[config.mk]
export PLATFORM = sky130hd
export DESIGN_NAME = uart_decoder_flat
export DESIGN_NICKNAME = d
export VERILOG_FILES = /design/src/rtl/uart_decoder_pkg.sv /design/src/rtl/uart_decoder_if.sv /design/src/rtl/uart_decoder_timeout.sv /design/src/rtl/uart_decoder.sv /design/src/flat_wrapper.sv
export SDC_FILE = /design/constraint.sdc
export NUM_CORES = 1
export LEC_CHECK = 0
export ABC_CLOCK_PERIOD_IN_PS = 6010
export BUFFER_PORTS_ARGS = -buffer_cell sky130_fd_sc_hd__buf_2
export CORE_MARGIN = 8
export CORE_UTILIZATION = 55
export DETAILED_ROUTE_END_ITERATION = 12
export PLACE_DENSITY = 0.76
export SLEW_MARGIN = 20
export SYNTH_ARGS = -nofsm -noshare
export SYNTH_HDL_FRONTEND = slang
export SYNTH_SLANG_ARGS = --single-unit
[constraint.sdc]
create_clock -name clk -period 6.01 [get_ports clk]
set_input_delay 0.601 -clock clk [delete_from_list [all_inputs] [get_ports clk]]
set_output_delay 0.601 -clock clk [all_outputs]
set_load 0.02 [all_outputs]
[src/rtl/uart_decoder_pkg.sv]
// Shared framing constants and decoder state encoding for the blackjack UART link.
// The encoder and decoder both import this package so the wire format has one definition.
package uart_decoder_pkg;

   localparam int FRAME_LEN  = 10;
   localparam int IDX_STATUS = 0;
   localparam int IDX_LAST   = 9;
   localparam int NUM_CARDS  = FRAME_LEN - 1;

   typedef enum logic [1:0] {
      HUNT    = 2'd0,
      COLLECT = 2'd1,
      COMMIT  = 2'd2
   } dec_state_t;

   // A status byte carries index 0 and keeps its two reserved top bits clear.
   function automatic logic is_status_byte(input logic [7:0] b);
      return (b[7:6] == 2'b00) && (b[3:0] == 4'(IDX_STATUS));
   endfunction

endpackage

[src/rtl/uart_decoder_if.sv]
// Card-value bus between the UART decoder and the game state machine.
// The decoder drives it through the out (or master) modport; consumers use slave.
interface SM_if;
   import uart_decoder_pkg::*;

   logic [3:0] dealer_card_values [0:NUM_CARDS-1];

   modport out    (output dealer_card_values);
   modport master (output dealer_card_values);
   modport slave  (input  dealer_card_values);
endinterface

[src/rtl/uart_decoder_timeout.sv]
// Idle-cycle watchdog for a partially received frame: counts while enabled,
// clears on every consumed byte, and holds expired once the limit is reached.
module uart_frame_timeout #(
   parameter int FRAME_TIMEOUT = 1_000_000
) (
   input  logic clk,
   input  logic rst,
   input  logic clr_i,
   input  logic en_i,
   output logic expired_o
);

   localparam int CW = $clog2(FRAME_TIMEOUT + 1);

   logic [CW-1:0] cnt_q, cnt_d;

   assign expired_o = (cnt_q == CW'(FRAME_TIMEOUT));

   always_comb begin
      cnt_d = cnt_q;
      if (clr_i || !en_i) begin
         cnt_d = '0;
      end else if (!expired_o) begin
         cnt_d = cnt_q + CW'(1);
      end
   end

   always_ff @(posedge clk or posedge rst) begin
      if (rst) begin
         cnt_q <= '0;
      end else begin
         cnt_q <= cnt_d;
      end
   end

endmodule

[src/rtl/uart_decoder.sv]
// Reassembles 10-byte status/card frames from the receive FIFO into a shadow copy
// and publishes them to the outputs atomically, counting any framing errors.
module uart_decoder
   import uart_decoder_pkg::*;
#(
   parameter int FRAME_TIMEOUT = 1_000_000
) (
   input  logic       clk,
   input  logic       rst,
   input  logic       rx_empty,
   input  logic [7:0] r_data,
   output logic       rd_uart,
   SM_if.out          cards,
   output logic       deal,
   output logic       dealer_finished,
   output logic       frame_valid,
   output logic       frame_err,
   output logic [7:0] err_cnt
);

   dec_state_t state_q, state_d;
   logic [3:0] exp_q, exp_d;
   logic [3:0] shadow_q [0:NUM_CARDS-1];
   logic [3:0] shadow_d [0:NUM_CARDS-1];
   logic [3:0] card_q   [0:NUM_CARDS-1];
   logic [3:0] card_d   [0:NUM_CARDS-1];
   logic       sh_deal_q, sh_deal_d, sh_fin_q, sh_fin_d;
   logic       deal_q, deal_d, fin_q, fin_d;
   logic       fv_q, fv_d, fe_q, fe_d;
   logic [7:0] err_q, err_d;
   logic       err_inc;
   logic       expired;
   logic       status_ok;
   logic [3:0] idx;
   logic [3:0] slot;

   assign rd_uart   = !rx_empty && !rst;
   assign idx       = r_data[3:0];
   assign slot      = exp_q - 4'd1;
   assign status_ok = rd_uart && is_status_byte(r_data);

   uart_frame_timeout #(
      .FRAME_TIMEOUT(FRAME_TIMEOUT)
   ) u_timeout (
      .clk      (clk),
      .rst      (rst),
      .clr_i    (rd_uart),
      .en_i     (state_q == COLLECT),
      .expired_o(expired)
   );

   always_comb begin
      state_d   = state_q;
      exp_d     = exp_q;
      shadow_d  = shadow_q;
      sh_deal_d = sh_deal_q;
      sh_fin_d  = sh_fin_q;
      card_d    = card_q;
      deal_d    = deal_q;
      fin_d     = fin_q;
      fv_d      = 1'b0;
      fe_d      = 1'b0;
      err_inc   = 1'b0;

      unique case (state_q)
         HUNT: begin
            if (status_ok) begin
               sh_deal_d = r_data[5];
               sh_fin_d  = r_data[4];
               exp_d     = 4'd1;
               state_d   = COLLECT;
            end
         end
         COLLECT: begin
            if (rd_uart) begin
               if (idx == exp_q) begin
                  shadow_d[slot] = r_data[7:4];
                  exp_d          = exp_q + 4'd1;
                  if (idx == 4'(IDX_LAST)) state_d = COMMIT;
               end else if (status_ok) begin
                  // A fresh status byte mid-frame is still an error, but it also opens the next frame.
                  err_inc   = 1'b1;
                  sh_deal_d = r_data[5];
                  sh_fin_d  = r_data[4];
                  exp_d     = 4'd1;
               end else begin
                  err_inc = 1'b1;
                  state_d = HUNT;
               end
            end else if (expired) begin
               err_inc = 1'b1;
               state_d = HUNT;
            end
         end
         COMMIT: begin
            card_d  = shadow_q;
            deal_d  = sh_deal_q;
            fin_d   = sh_fin_q;
            fv_d    = 1'b1;
            state_d = HUNT;
            if (status_ok) begin
               sh_deal_d = r_data[5];
               sh_fin_d  = r_data[4];
               exp_d     = 4'd1;
               state_d   = COLLECT;
            end
         end
         default: state_d = HUNT;
      endcase

      fe_d  = err_inc;
      err_d = (err_inc && (err_q != 8'hFF)) ? err_q + 8'd1 : err_q;
   end

   always_ff @(posedge clk or posedge rst) begin
      if (rst) begin
         state_q   <= HUNT;
         exp_q     <= '0;
         shadow_q  <= '{default: '0};
         card_q    <= '{default: '0};
         sh_deal_q <= 1'b0;
         sh_fin_q  <= 1'b0;
         deal_q    <= 1'b0;
         fin_q     <= 1'b0;
         fv_q      <= 1'b0;
         fe_q      <= 1'b0;
         err_q     <= '0;
      end else begin
         state_q   <= state_d;
         exp_q     <= exp_d;
         shadow_q  <= shadow_d;
         card_q    <= card_d;
         sh_deal_q <= sh_deal_d;
         sh_fin_q  <= sh_fin_d;
         deal_q    <= deal_d;
         fin_q     <= fin_d;
         fv_q      <= fv_d;
         fe_q      <= fe_d;
         err_q     <= err_d;
      end
   end

   assign cards.dealer_card_values = card_q;
   assign deal            = deal_q;
   assign dealer_finished = fin_q;
   assign frame_valid     = fv_q;
   assign frame_err       = fe_q;
   assign err_cnt         = err_q;

endmodule

[src/flat_wrapper.sv]
// flat-port wrapper written by rule: the top's interface ports become plain ports
module uart_decoder_flat import uart_decoder_pkg::*;
#(
   parameter int FRAME_TIMEOUT = 1_000_000
)
  (clk, rst, rx_empty, r_data, rd_uart, deal, dealer_finished, frame_valid, frame_err, err_cnt, cards_dealer_card_values);
  SM_if cards_i ();
  input  logic clk;
  input  logic rst;
  input  logic rx_empty;
  input  logic [7:0] r_data;
  output logic rd_uart;
  output logic deal;
  output logic dealer_finished;
  output logic frame_valid;
  output logic frame_err;
  output logic [7:0] err_cnt;
  output wire logic [$bits(cards_i.dealer_card_values)-1:0] cards_dealer_card_values;
  assign cards_dealer_card_values = {>>{cards_i.dealer_card_values}};
  uart_decoder #(.FRAME_TIMEOUT(FRAME_TIMEOUT)) u_core (.clk(clk), .rst(rst), .rx_empty(rx_empty), .r_data(r_data), .rd_uart(rd_uart), .cards(cards_i), .deal(deal), .dealer_finished(dealer_finished), .frame_valid(frame_valid), .frame_err(frame_err), .err_cnt(err_cnt));
endmodule
# Yosys cells after proc, flatten, opt, wreduce, memory -nomap -nowiden
# Cells that the tools add are included.
# Widths: inputs -> output; s select.
# classes
muxes	30
bitwise_logic	1
eq_ne	13
addsub	4
order_cmp	2
n_reduce_logical	18
# ops
op	count
$mux 20	2
$bwmux 36	1
$add 20x1->20 const B	1
$eq 20x20->1 const B	1
$demux 4 s4	1
$mux 4	4
$mux 1	12
$mux 2	6
$add 8x1->8 const B	1
$ne 4x4->1 const B	2
$ne 8x8->1 const B	1
$pmux 4 s2	1
$pmux 2 s3	1
$reduce_and 3->1	2
$ge 5x5->1 const B	1
$logic_and 1x1->1	5
$lt 5x1->1 const B	1
$not 4->5	1
$add 4x1->4 const B	1
$eq 4x4->1	1
$eq 4x4->1 const B	1
$logic_not 2->1	2
$logic_not 4->1	1
$ne 2x1->1 const B	2
other kinds (12)	16
# word_totals
out_inout_bits	49
register_bits	112
elab_cells	96

# Depth between registers and ports, before layout
# depth
depth_word	7
mapped_depth	9

# Modules after synthesis
# Synthesis repeated with hierarchy kept, for this count alone.
# hier_totals
cells_unflattened	403
hier_area_um2	5073.6
# by_module_without_submodules
module	area_each_um2	n_inst	cells_each
uart_decoder	3991.3	1	284
uart_frame_timeout	1082.3	1	119

# Worst setup path before layout
# OpenSTA, ideal clock, no wires.
# synth_path
path_type	register to register
from	register u_core.exp_q[0]
to	register u_core.shadow_q[4] (netlist bit)
synth_period_minus_slack_ns	2.246
n_path_buf	2
required_time_ns	5.885
path_slack_ns	3.764
path_stages_with_launch	10
t_arrival_ns	2.121
path_cell_list	dfrtp_1 > buf_2 > inv_1 > ha_1 > o21ai_0 > mux2_2 > o21ai_0 > and3_1 > clkbuf_1 > mux2_2
# synth_via
elab_chain_cells	7
elab_cells_between_ends	10
cone_classes	1 x add/sub; 2 x order compare; 1 x eq/ne; 3 x mux; 1 x bitwise; 2 x reduce/logical
# synth_lines
element	line	source
from (decl)	uart_decoder.sv:22	logic [3:0] exp_q, exp_d;
from (signal assigned)	uart_decoder.sv:130	exp_q <= exp_d;
$sub 4x1->4	uart_decoder.sv:39	assign slot = exp_q - 4'd1;
$not 4->5 (not written as such)	uart_decoder.sv:77	shadow_d[slot] = r_data[7:4];
$ge 5x5->1 (not written as such) / $lt 5x1->1 (equally long branches)	uart_decoder.sv:77	
$logic_and 1x1->1 (not written as such)	uart_decoder.sv:77	
$mux 4 (not written as such)	uart_decoder.sv:77	
$demux 4 s4	uart_decoder.sv:77	
$bwmux 36	uart_decoder.sv:77	
to (signal assigned)	uart_decoder.sv:131	shadow_q <= shadow_d;
to (decl)	uart_decoder.sv:23	logic [3:0] shadow_q [0:NUM_CARDS-1];
# Parallel ways exist; a longest one is shown, timed or not.
# A chain may end at the register's enable or synchronous reset.

# Worst setup path after layout
# layout_path
from	register u_core.exp_q[1]
to	register u_core.shadow_q[13] (netlist bit)
# Same word-level chain as after synthesis.

==> impl_summary.txt <==
----------------------------------------------------
[Clock network]
  Clock sink count ... 112
  H-tree depth ... 3
  Clock tree from TritonCTS ... built
  Clk Tree Root Cell ... clkbuf_8
  Clk_lat worst skew ... 0.37 ns
  Reg clk slew, reported paths ... 0.10 ns
  Post-CTS setup buffers ... 0
  Number of hold buffers added after cts ... 0
  Post-cts repair resize count ... 0
  TritonCTS Buffers ... 9
  Clock Path Buffers ... 2

[Logic synthesis]
  Net Count, Synth ... 414
  Mean area per synthesized cell ... 12.6 sq um
  Main synth FF type ... dfrtp_1
  Synth top area cells ... dfrtp_1 (57%), mux2_2 (18%), xnor2_1 (2.5%)
  Warnings, synthesis ... 0
  Share of the yosys chip area belonging to registers ... 0.565
  Commonest cells in the synthesized netlist ... dfrtp_1 (112), mux2_2 (79), nor2_1 (24)
  Summed instance area of the synthesized netlist ... 4960 sq um
  Area leader, netlist ... dfrtp_1
  Share of flip-flops with an asynchronous set or reset after synthesis ... 1.00
  Cell count after synthesis ... 394
  Number of enable-type register cells in the synthesized netlist ... 0
  Count of distinct cell types in the synthesized netlist ... 45
  Fraction of post-synthesis cell area in the top cell type by area ... 0.565
  Flops & latches, synth ... 112
  Most repeated cell in the gate-level netlist after synthesis ... dfrtp_1

[Timing]
  Part of the cycle the worst path needs ... 0.407
  Count of final max-slew check failures ... 0
  Number of failing hold endpoints at the final stage ... 0
  Setup-violating endpoint count in the final report ... 0
  Minimum clock period ... 2.45 ns
  Summed negative setup slack over all endpoints ... 0 ns
  Max-slew headroom at the worst pin ... 0.440
  Worst Tran Pin Value ... 0.838 ns
  Worst-case clock skew ... 0.0113 ns
  Unrepaired setup endpoints after global routing ... no
  Highest clock rate ... 0.409 GHz

[Run]
  Max-cap violation count ... 0

[Global route]
  Total congestion overflow ... 0
  Total global-route track usage ... 0.153
  Pin count of the biggest net entering global routing ... 60
  Number of global-route vias before repair ... 3,230
  Antenna violations before repair ... 0
  Global-route wire length before repair ... 15,800 um

[Min path]
  Worst Hold Class ... in2async

[Detailed routing]
  Router iterations before antenna repair ... 4
  Via density per instance ... 5.53
  Vias post-DR ... 3,092
  Final wirelength ... 9230 um
  Initial DRC Count ... 106
  Detail Route Antenna Nets ... 0
  Post-route DRC violation count ... 0
  Detail-routed net length per standard cell ... 16.5 um

[Power and ir drop]
  Worst IR drop on VDD ... 0.126 mV
  Power per cell area ... 235 nW/um^2
  Leakage ... 2.90 nW

[Die]
  Initial core utilization ... 0.569
  Core Footprint ... 8720 sq um
  DIE WIDTH ... 111 um
  Top Ports ... 60
  Die span in y ... 111 um
  Num rows ... 34
  Die outline area ... 12,300 sq um

[Finish]
  Area added between synthesis and finish ... 11.4%
  Share of cells above drive strength 1 ... 0.370
  Final design instance area without fill ... 5530 sq um
  Area of the multi-input gates ... 2030 sq um
  Inserted Diodes ... 0
  Net count of the finished layout ... 466
  Number of filler cells placed in the layout ... 692
  Flip-flop and latch area ... 2800 sq um

[Critical path]
  Worst Path Max Fanout ... 9
  Logic depth of the worst register-to-register path ... 7
  Kind of end point of the critical path ... flop
  Required @ worst endpoint ... 6.26 ns
  Worst Path Class, Setup ... reg2reg
  Kind of start point of the critical path ... flop
  Arr. time, crit path ... 2.70 ns

[Placed design]
  Final HPWL DP ... 6580 um
  Placer's final routability congestion estimate ... 0.880
  Port Buffer Count ... 59
  Area after DPL ... 5330 sq um

[Status]
  Status ... finished clean

----------------------------------------------------
worst max-delay path: stages, from the launching register on:
cell     delay [ns]
dfrtp_1        0.50
inv_1          0.16
ha_1           0.28
o21ai_0        0.14
mux2_2         0.29
o21ai_0        0.29
and3_1         0.31
mux2_2         0.36
layout by cell type (no fill, tap or decap), types with 2 or more instances in the layout:
cell type / n
nor2_1: 24
o31ai_1: 3
nor4_1: 2
and3_1: 17
nor3_2: 2
ha_1: 9
nand2b_1: 3
nor3_1: 9
buf_4: 3
buf_2: 59
nand4_1: 5
inv_6: 2
and2_1: 2
a21oi_1: 8
clkbuf_8: 9
xor2_1: 9
dfrtp_1: 112
nand2_1: 17
mux2_2: 79
or4b_4: 2
inv_1: 8
nor3b_1: 2
xnor2_1: 14
o21ai_0: 6
clkinvlp_4: 2
nand3_1: 16
a211o_1: 2
and4_1: 3
path summary, 6_finish.rpt:
path | startpoint | endpoint | slack, ns
max | u_core.exp_q[1] | u_core.shadow_q[13] | 3.56
min | rst | u_core.u_timeout.cnt_q[18] | 0.36
max reg2reg | u_core.exp_q[1] | u_core.shadow_q[13] | 3.56
min reg2reg | u_core.shadow_q[0] | u_core.cards.dealer_card_values[0] | 0.51
max in group asynchronous | rst | u_core.cards.dealer_card_values[19] | 4.47
min in group clk | u_core.shadow_q[0] | u_core.cards.dealer_card_values[0] | 0.51
logic make-up (layout without fill, tap and decap cells):
kind of cell | after synthesis | after routing | synth area share
DFF | 112 | 112 | 0.565
xor gates and xnor gates | 23 | 23 | 0.0406
adders and majority gates | 9 | 9 | 0.0227
AOI/OAI and AO/OA | 27 | 27 | 0.0361
buffers and inverters | 31 | 88 | 0.0260
muxes | 80 | 80 | 0.182
and+or+nand+nor | 112 | 112 | 0.127
stage by stage:
step / power (mW) / util / setup slack, ns / hold WS [ns] / cells
6_report: 1.30 / 0.634 / 3.56 / 0.360 / 559
3_5_place_dp: 0.862 / 0.611 / 3.54 / 0.490 / 543
5_1_grt: 1.36 / 0.634 / 3.40 / 0.422 / 559
4_1_cts: 1.32 / 0.634 / 3.59 / 0.384 / 559
3_3_place_gp: 0.860 / 0.611 / 3.58 / 0.483 / 543
2_1_floorplan: 0.836 / - / 2.45 / 0.477 / 394
metal layers:
metal / wire length (um) / track usage / vias to the layer above
met1: 4200 / 0.192 / 1543
met4: 157 / 0.0550 / 0
met3: 445 / 0.0363 / 12
li1: - / - / 1479
met2: 4430 / 0.250 / 58
met5: 0 / 0 / -
layout make-up:
cell class | count | area share
Inverter | 10 | 0.00747
Multi-Input combinational cell | 251 | 0.367
Clock inverter | 6 | 0.0134
Timing Repair Buffer | 62 | 0.0575
Tap cell | 108 | 0.0245
Clock buffer | 10 | 0.0231
Sequential cell | 112 | 0.507
registers in the layout, indices dropped and copies added, names as in the netlist:
signal / cells
u_core.frame_valid: 1
u_core.sh_deal_q: 1
u_core.err_cnt: 8
u_core.state_q: 2
u_core.deal: 1
u_core.frame_err: 1
u_core.shadow_q: 36
u_core.u_timeout.cnt_q: 20
u_core.exp_q: 4
u_core.dealer_finished: 1
u_core.sh_fin_q: 1
u_core.cards.dealer_card_values: 36
power by group:
part	internal [mW]	switching, mW
combinational	0.0241	0.0496
clock	0.199	0.255
sequential	0.760	0.0122
Power figures use the tool's default switching activity.
